--- config.mk ---
export PLATFORM = sky130hd
export DESIGN_NAME = kbd_scan_ctrl
export DESIGN_NICKNAME = d
export VERILOG_FILES = /design/src/rtl/kbd_pkg.sv /design/src/rtl/kbd_event_fifo.sv /design/src/rtl/kbd_scan_ctrl.sv
export SDC_FILE = /design/constraint.sdc
export NUM_CORES = 1
export LEC_CHECK = 0
export CORE_ASPECT_RATIO = 2
export CORE_MARGIN = 2
export CORE_UTILIZATION = 30
export CTS_BUF_LIST = sky130_fd_sc_hd__clkbuf_8
export CTS_CLUSTER_DIAMETER = 150
export DETAILED_ROUTE_END_ITERATION = 6
export HOLD_SLACK_MARGIN = 0.12
export PLACE_DENSITY = 0.44
export SYNTH_ARGS = -nofsm -noshare
export SYNTH_HDL_FRONTEND = slang
export SYNTH_SLANG_ARGS = --single-unit
--- constraint.sdc ---
create_clock -name clk_i -period 6.27 [get_ports clk_i]
set_clock_uncertainty 0.2 [all_clocks]
set_input_delay 0.627 -clock clk_i [delete_from_list [all_inputs] [get_ports clk_i]]
set_output_delay 0.627 -clock clk_i [all_outputs]
set_load 0.005 [all_outputs]
--- src/rtl/kbd_pkg.sv ---
// Shared constants, types and helpers for the 4x4 keypad scan controller.
package kbd_pkg;

  localparam int KBD_ROWS = 4;
  localparam int KBD_COLS = 4;
  localparam int KBD_KEYS = 16;

  typedef logic [4:0] key_code_t;

  typedef enum logic {
    SCAN,
    EMIT
  } scan_state_e;

  function automatic logic [3:0] key_index(
    input logic [1:0] row,
    input logic [1:0] col
  );
    return {row, col};
  endfunction

endpackage

--- src/rtl/kbd_event_fifo.sv ---
// Synchronous event FIFO: push with drop-on-full (sticky overflow),
// valid/ready pop from the registered head entry.
module kbd_event_fifo #(
  parameter int DEPTH = 4,
  parameter int WIDTH = 5
) (
  input  logic             i_clk,
  input  logic             i_rst,
  input  logic             i_push,
  input  logic [WIDTH-1:0] i_data,
  output logic             o_valid,
  input  logic             i_ready,
  output logic [WIDTH-1:0] o_data,
  output logic             o_overflow
);

  localparam int AW = $clog2(DEPTH);

  logic [WIDTH-1:0] r_mem [DEPTH];
  logic [AW:0]      r_wptr;
  logic [AW:0]      r_rptr;
  logic             r_ovf;
  logic             w_empty;
  logic             w_full;
  logic             w_pop;
  logic             w_wr;

  assign w_empty = (r_wptr == r_rptr);
  assign w_full  = (r_wptr[AW] != r_rptr[AW]) &&
                   (r_wptr[AW-1:0] == r_rptr[AW-1:0]);
  assign w_pop   = !w_empty && i_ready;
  // A pop in the same cycle frees the slot, so a push into a full FIFO lands.
  assign w_wr    = i_push && (!w_full || w_pop);

  always_ff @(posedge i_clk) begin
    if (i_rst) begin
      r_wptr <= '0;
      r_rptr <= '0;
      r_ovf  <= 1'b0;
      for (int i = 0; i < DEPTH; i++) begin
        r_mem[i] <= '0;
      end
    end else begin
      if (w_wr) begin
        r_mem[r_wptr[AW-1:0]] <= i_data;
        r_wptr <= r_wptr + (AW+1)'(1);
      end
      if (w_pop) begin
        r_rptr <= r_rptr + (AW+1)'(1);
      end
      if (i_push && !w_wr) begin
        r_ovf <= 1'b1;
      end
    end
  end

  assign o_valid    = !w_empty;
  assign o_data     = r_mem[r_rptr[AW-1:0]];
  assign o_overflow = r_ovf;

endmodule

--- src/rtl/kbd_scan_ctrl.sv ---
// 4x4 keypad scanner: row strobing, per-frame debounce, key-event stream.
// Define KBD_RELEASE_EVENTS_EN to also emit release events.
module kbd_scan_ctrl
  import kbd_pkg::*;
#(
  parameter int CLK_FREQ        = 25_000_000,
  parameter int ROW_HZ          = 1_000,
  parameter int DEBOUNCE_FRAMES = 4,
  parameter int FIFO_DEPTH      = 4
) (
  input  logic                clk_i,
  input  logic                rst_i,
  input  logic [KBD_COLS-1:0] column_i,
  output logic [KBD_ROWS-1:0] row_o,
  output key_code_t           key_code_o,
  output logic                key_valid_o,
  input  logic                key_ready_i,
  output logic [KBD_KEYS-1:0] pressed_o,
  output logic                overflow_o
);

  localparam int DWELL = CLK_FREQ / ROW_HZ;
  localparam int DW    = $clog2(DWELL);
  localparam logic [DW-1:0] DWELL_LAST = DW'(DWELL - 1);
  localparam logic [3:0]    DB_LIM     = 4'(DEBOUNCE_FRAMES);

  if (DWELL < 8) begin : g_dwell_chk
    $error("kbd_scan_ctrl: CLK_FREQ/ROW_HZ must be >= 8");
  end
  if (DEBOUNCE_FRAMES < 1 || DEBOUNCE_FRAMES > 15) begin : g_deb_chk
    $error("kbd_scan_ctrl: DEBOUNCE_FRAMES must be 1..15");
  end
  if (FIFO_DEPTH < 2 || (FIFO_DEPTH & (FIFO_DEPTH - 1)) != 0) begin : g_fifo_chk
    $error("kbd_scan_ctrl: FIFO_DEPTH must be a power of two >= 2");
  end

  scan_state_e         r_state;
  scan_state_e         w_state_nxt;
  logic [KBD_COLS-1:0] r_col_s1;
  logic [KBD_COLS-1:0] r_col_s2;
  logic [KBD_COLS-1:0] w_col;
  logic [DW-1:0]       r_dwell;
  logic [1:0]          r_row_idx;
  logic [1:0]          w_row_nxt;
  logic [KBD_ROWS-1:0] r_row;
  logic [KBD_KEYS-1:0] r_raw;
  logic [KBD_KEYS-1:0] w_raw_frame;
  logic [KBD_KEYS-1:0] r_pressed;
  logic [KBD_KEYS-1:0] r_pending;
  logic [3:0]          r_cnt [KBD_KEYS];
  logic [3:0]          r_emit_idx;
  logic                w_dwell_end;
  logic                w_frame_end;
  logic                w_push;
  key_code_t           w_push_code;

  assign w_col       = ~r_col_s2;
  assign w_dwell_end = (r_dwell == DWELL_LAST);
  assign w_frame_end = w_dwell_end && (r_row_idx == 2'd3);
  assign w_row_nxt   = w_dwell_end ? r_row_idx + 2'd1 : r_row_idx;

  // Raw frame including the row being sampled this cycle.
  always_comb begin
    w_raw_frame = r_raw;
    w_raw_frame[key_index(r_row_idx, 2'd0) +: KBD_COLS] = w_col;
  end

  always_ff @(posedge clk_i) begin
    if (rst_i) begin
      r_col_s1  <= '1;
      r_col_s2  <= '1;
      r_dwell   <= '0;
      r_row_idx <= '0;
      r_row     <= '1;
      r_raw     <= '0;
    end else begin
      r_col_s1  <= column_i;
      r_col_s2  <= r_col_s1;
      r_dwell   <= w_dwell_end ? '0 : r_dwell + DW'(1);
      r_row_idx <= w_row_nxt;
      r_row     <= ~(4'b0001 << w_row_nxt);
      if (w_dwell_end) begin
        r_raw <= w_raw_frame;
      end
    end
  end

  always_ff @(posedge clk_i) begin
    if (rst_i) begin
      r_pressed <= '0;
      r_pending <= '0;
      for (int k = 0; k < KBD_KEYS; k++) begin
        r_cnt[k] <= '0;
      end
    end else begin
      if (r_state == EMIT) begin
        r_pending[r_emit_idx] <= 1'b0;
      end
      if (w_frame_end && r_state == SCAN) begin
        for (int k = 0; k < KBD_KEYS; k++) begin
          if (w_raw_frame[k] != r_pressed[k]) begin
            if (r_cnt[k] + 4'd1 == DB_LIM) begin
              r_pressed[k] <= ~r_pressed[k];
              r_pending[k] <= 1'b1;
              r_cnt[k]     <= '0;
            end else begin
              r_cnt[k] <= r_cnt[k] + 4'd1;
            end
          end else begin
            r_cnt[k] <= '0;
          end
        end
      end
    end
  end

  always_ff @(posedge clk_i) begin
    if (rst_i) begin
      r_state    <= SCAN;
      r_emit_idx <= '0;
    end else begin
      r_state    <= w_state_nxt;
      r_emit_idx <= (r_state == EMIT) ? r_emit_idx + 4'd1 : '0;
    end
  end

  always_comb begin
    w_state_nxt = r_state;
    w_push      = 1'b0;
    w_push_code = '0;
    unique case (r_state)
      SCAN: begin
        if (w_frame_end) begin
          w_state_nxt = EMIT;
        end
      end
      EMIT: begin
        if (r_pending[r_emit_idx]) begin
`ifdef KBD_RELEASE_EVENTS_EN
          w_push      = 1'b1;
          w_push_code = {~r_pressed[r_emit_idx], r_emit_idx};
`else
          w_push      = r_pressed[r_emit_idx];
          w_push_code = {1'b0, r_emit_idx};
`endif
        end
        if (r_emit_idx == 4'd15) begin
          w_state_nxt = SCAN;
        end
      end
      default: w_state_nxt = SCAN;
    endcase
  end

  kbd_event_fifo #(
    .DEPTH (FIFO_DEPTH),
    .WIDTH (5)
  ) u_fifo (
    .i_clk      (clk_i),
    .i_rst      (rst_i),
    .i_push     (w_push),
    .i_data     (w_push_code),
    .o_valid    (key_valid_o),
    .i_ready    (key_ready_i),
    .o_data     (key_code_o),
    .o_overflow (overflow_o)
  );

  assign row_o     = r_row;
  assign pressed_o = r_pressed;

endmodule
# Word-level counts from Yosys, hierarchy flattened
# Memory sizes are Yosys's and may differ from the RTL's. A register that Yosys moved wholly into a read port is not among the register bits.
# Cells that the tools add are included.
# classes
add_sub_neg	22
n_reduce_logical	30
n_shift	3
n_bitwise	69
n_eq_ne	38
n_lt_le_gt_ge	2
mux	331
# ops
operator	count
$mux W1	269
$mux W4	51
$add A4 B1 Y4 const B	17
$eq A4 B3 Y1 const B	16
$or A1 B1 Y1	48
$reduce_and A3 Y1	16
$mux W16	2
$ne A1 B1 Y1	17
$not A1 Y1	17
$and A16 B16 Y16	1
$bwmux W16	1
$not A16 Y16	1
$shift A4 B6 Y16 const A	1
$shiftx A4 B6 Y16	1
$add A15 B1 Y15 const B	1
$eq A15 B15 Y1 const B	1
$bmux W1 S4	2
$mux W2	4
$not A4 Y4	2
$logic_and A1 B1 Y1	7
$add A3 B1 Y3 const B	2
$neg A4 Y6	1
$lt A4 B5 Y1 const B	1
$demux W1 S4	1
12 further kinds	15
# totals
out_inout_bits	27
ramBits	80
input_bits	7
memories	2
ff_bits	89
word_cells	525
# mem_list
name	depth	word_bits	read_ports	rd_ports_with_merged_regs	write_ports	line	text
r_cnt	16	4	16	0	16	kbd_scan_ctrl.sv:50	logic [3:0] r_cnt [KBD_KEYS];
u_fifo.r_mem	4	4	1	1	4	kbd_event_fifo.sv:19	logic [WIDTH-1:0] r_mem [DEPTH];

# Depth between registers and ports, before layout
# depth
word_depth	11
mapped_depth	10
mapped_depth_nobuf	8

# By module
# From an unflattened synthesis, not the netlist that was laid out.
# unflattened
hier_cells	828
hier_area_um2	8685.8
# by_module_without_submodules
module	cells_each	seq_area_each_um2	n_inst	area_each_um2
kbd_scan_ctrl	733	3563.4	1	7348.3
kbd_event_fifo	95	780.7	1	1337.5

# Worst setup path before layout
# Ideal clock, no wire load.
# synth_path
path_kind	register -> register
startpoint	register r_dwell[0]
endpoint	memory r_cnt[0][0], enable pin
n_path_buf	1
arrival_time_ns	2.320
stages_incl_launch_ff	7
path_slack_ns	3.356
required_ns	5.676
setup_ns	0.394
synth_period_minus_slack_ns	2.914
path_cell_list	dfxtp_1 > ha_1 > and3_1 > nand4_1 > nor3b_2 > clkbuf_1 > or2_2
# synth_lines
item	line	text
from (decl)	kbd_scan_ctrl.sv:42	logic [DW-1:0] r_dwell;
from (signal assigned)	kbd_scan_ctrl.sv:79	r_dwell <= w_dwell_end ? '0 : r_dwell + DW'(1);
to (decl)	kbd_scan_ctrl.sv:50	

==> summary.txt <==
Timing
  – Final-report max-slew violation count: 0
  – Hold_ws: 213 ps
  – Final worst slack: ~2600 ps
  – Final Cycle Share: between 50% and 60%
  – Unrepaired setup endpoints after global routing: false
  – Worst slew pin tran: 1020 ps
  – Post-layout min period: ~3700 ps
  – Fmax: 271 MHz
  – Setup violators final: 0
  – Max-Slew Margin vs Limit: 31.6%
  – Final Hold Vio Count: 0
  – Fin Setup TNS: 0 ps

Clock tree
  – TritonCTS clock tree: done
  – Clock insertion delay at the later pin of the skew report: 480 ps
  – CTS Buf Count: 17
  – Sink Count: between 150 and 200
  – Resize count post-CTS: 0
  – Clk buf depth: 2
  – Setup bufs post-CTS: 0
  – Post-CTS Hold Buffers: 0
  – Clock Root Buffer: clkbuf_8
  – Clk slew on worst S/H paths: ~90 ps
  – H-tree level count: 4

Die
  – Core area: between 0.02 and 0.03 mm²
  – Die area: ~0.028 mm²
  – Starting Density: 30.5%
  – Cell row count: 84
  – Ports: 34
  – Die Y: approximately 230 µm
  – Die width: approximately 120 µm

GRT
  – Pin count of the biggest net entering global routing: 42
  – GR Overflow Total: 0
  – Grt met2 use: between 20% and 30%
  – GRT Max-Usage Layer: met2
  – GRT Util Overall: 14.1%
  – Antenna violations before repair: 1
  – Met1 GRT Util: a little over an eighth
  – Global-route wire length before repair: between 30000 and 40000 µm
  – Global routing usage on met3: under 10%
  – Via count of the first global-routing pass: around 5600

Detailed routing
  – Via-to-Cell Ratio: about 4.6
  – Final routed DRC violation total: 0
  – Vias: ~5400
  – WL final: between 15000 and 20000 µm
  – First DRT Iteration DRCs: around 210
  – Wire length per cell: ~16 µm
  – Post-route ant nets: 0
  – Pre-antenna DRT Iters: 4

Synthesis
  – EDFF count, synth: 80
  – Mapped Area: 0.00797 mm²
  – Area fraction of the dominant cell type after synthesis: between 30% and 40%
  – Ys async rst share: 0%
  – Largest area contributor in the netlist: edfxtp_1
  – Synth area leaders: edfxtp_1 30%, dfxtp_1 23%, nor2_1 7.0%
  – Yosys Warn Count: 0
  – Post-Syn Nets: roughly 820
  – Number of synthesized register bits: 171
  – Post-synth top cells: 148 x nor2_1, 91 x dfxtp_1, 80 x edfxtp_1
  – Main synth FF type: dfxtp_1
  – Syn_area_per_cell: 10.2 µm²
  – Synth Instances: about 780
  – Register area share after synthesis: between 50 and 60%
  – Most instantiated library cell after synthesis: nor2_1
  – Cell variety after synth: 52

Critical path
  – WP buf/inv: 2
  – Worst Path Arrival: around 3600 ps
  – Critical Path Max Stage Delay: just under 600 ps
  – Crit-path cells: nor4b_1 -> nand4_1 -> nor3b_2 -> buf_4 -> or2_2 -> buf_4
  – Worst EP required: ~6200 ps
  – Critical Path Sink Type: flip-flop
  – Startpoint Class: flip-flop
  – CP delay by family, top: simple AND/OR/NAND/NOR gates
  – Endpoint of the worst register-to-register path: r_cnt[0][22]$_SDFFCE_PP0P_
  – Slowest CP cell: or2_2
  – Crit Path Category: reg2reg
  – Most frequent CP cell: buf_4
  – Max FO, Critical Path: 40
  – R2R Setup Slk: between 2000 and 3000 ps
  – Worst r2r src: r_dwell[3]$_SDFF_PP0_
  – Register-to-Register Path Depth: 6

Pwr
  – Leakage power: 3.21 nW
  – Net Switching: 488 µW
  – Reg power frac: between 50% and 60%
  – Net Sw Frac: a little under a quarter
  – Comb power frac: roughly 3.8%
  – Power per cell area: approximately 230 mW/mm²
  – Clock share of power: about 38%
  – Power Internal: about 1.6 mW
  – Peak VDD IR: 104 µV

Final layout
  – Filler cell count: 2715
  – Layout cell share with drive strength beyond 1: 8.50%
  – Post-Layout Cell Count: 1169
  – Layout area overhead: 13.1%
  – Nets: about 850
  – Final Cell Area: ~0.009 mm²

Placed design
  – DPL Wire Length: roughly 14000 µm
  – I/O Buffers: 32
  – Placed inst area: about 0.0086 mm²
  – DP Worst Slack: between 2000 and 3000 ps
  – RePlAce Congestion: around 0.74
  – Cells after DPL: about 1100

Hold path
  – Hold Crit Start: r_col_s1[3]$_SDFF_PP1_
  – Hold depth: 1
  – End of the worst hold path: r_col_s2[3]$_SDFF_PP1_
  – Worst hold path class: reg2reg

Outcome
  – Status: finished clean

Job
  – Max Cap Violations: 0
[worst max-delay path by stage]
| stage | to | cells after the start | from |
|---|---|---|---|
| detailed placement | r_cnt[0][20]$_SDFFCE_PP0P_ | 6 | r_dwell[3]$_SDFF_PP0_ |
| global route | r_cnt[0][23]$_SDFFCE_PP0P_ | 6 | r_dwell[3]$_SDFF_PP0_ |
| global placement | r_cnt[0][20]$_SDFFCE_PP0P_ | 6 | r_dwell[3]$_SDFF_PP0_ |
| floorplan | r_cnt[0][0]$_SDFFCE_PP0P_ | 6 | r_dwell[0]$_SDFF_PP0_ |
| finish | r_cnt[0][22]$_SDFFCE_PP0P_ | 6 | r_dwell[3]$_SDFF_PP0_ |
| CTS | r_cnt[0][20]$_SDFFCE_PP0P_ | 6 | r_dwell[3]$_SDFF_PP0_ |
[cell usage in the layout (no fill, tap or decap), types with 10 or more instances in the layout]
master           Yosys  final
a21oi_1             34     34
and3_1              12     12
clkbuf_8             0     17
clkdlybuf4s50_1      0     31
dfxtp_1             91     91
edfxtp_1            80     80
ha_1                28     28
inv_1               40     40
mux2i_1             10     10
nand2_1             38     38
nand3_1             46     46
nand4_1             10     10
nor2_1             148    148
o21ai_0             19     19
o22ai_1             12     12
or2_2               15     15
xnor2_1             27     27
xor2_1              55     55
[registers in the layout, summed over array words and instances, names as in the netlist, 15 cells and up, named ones only]
name / flops
r_dwell: 15
u_fifo.r_mem: 16
r_raw: 16
pressed_o: 16
r_pending: 16
r_cnt: 64
[routing by layer]
layer  share of wire (%)  up-vias
met3                 2.1       21
met2                  58       51
met4                 2.6        0
li1                    -     2763
met1                  37     2598
met5                   0        -
[kinds of logic (layout without fill, tap and decap cells)]
kind of cell,Yosys count,count (layout),synth area share (%)
AOI/OAI and AO/OA,87,87,6.53
xor gates and xnor gates,82,82,9.01
and+or+nand+nor,325,325,19.9
DFF,171,171,53.0
buffers and inverters,67,110,3.50
adders and majority gates,28,28,4.39
other,1,2,0.0470
muxes,20,20,3.66
[metrics by stage]
| stage | power, mW | utilization [%] |
|---|---|---|
| global route | 2.16 | 34.5 |
| floorplan | 1.29 | - |
| CTS | 2.11 | 34.4 |
| global placement | 1.32 | 33.0 |
| finish | 2.07 | 34.5 |
| detailed placement | 1.32 | 33.0 |
[power groups by stage]
stage | sequential, mW | clock, mW | combinational (mW)
after detailed placement | 1.24 | 0 | 0.0811
final | 1.21 | 0.775 | 0.0796
after global routing | 1.22 | 0.846 | 0.0905
after global placement | 1.24 | 0 | 0.0818
after floorplan | 1.24 | 0 | 0.0591
after CTS | 1.22 | 0.809 | 0.0820
[area by class of cell]
class                   count  area (µm²)  area share (%)
flip-flops and latches    171        4220            46.8
clock inverters            15         148            1.64
multi-input cells         543        3470            38.5
repair buffers             38         360            4.00
diodes                      1        2.50          0.0278
well taps                 344         430            4.77
clock buffers              17         234            2.59
inverters                  40         150            1.67
Power figures use the tool's default switching activity.
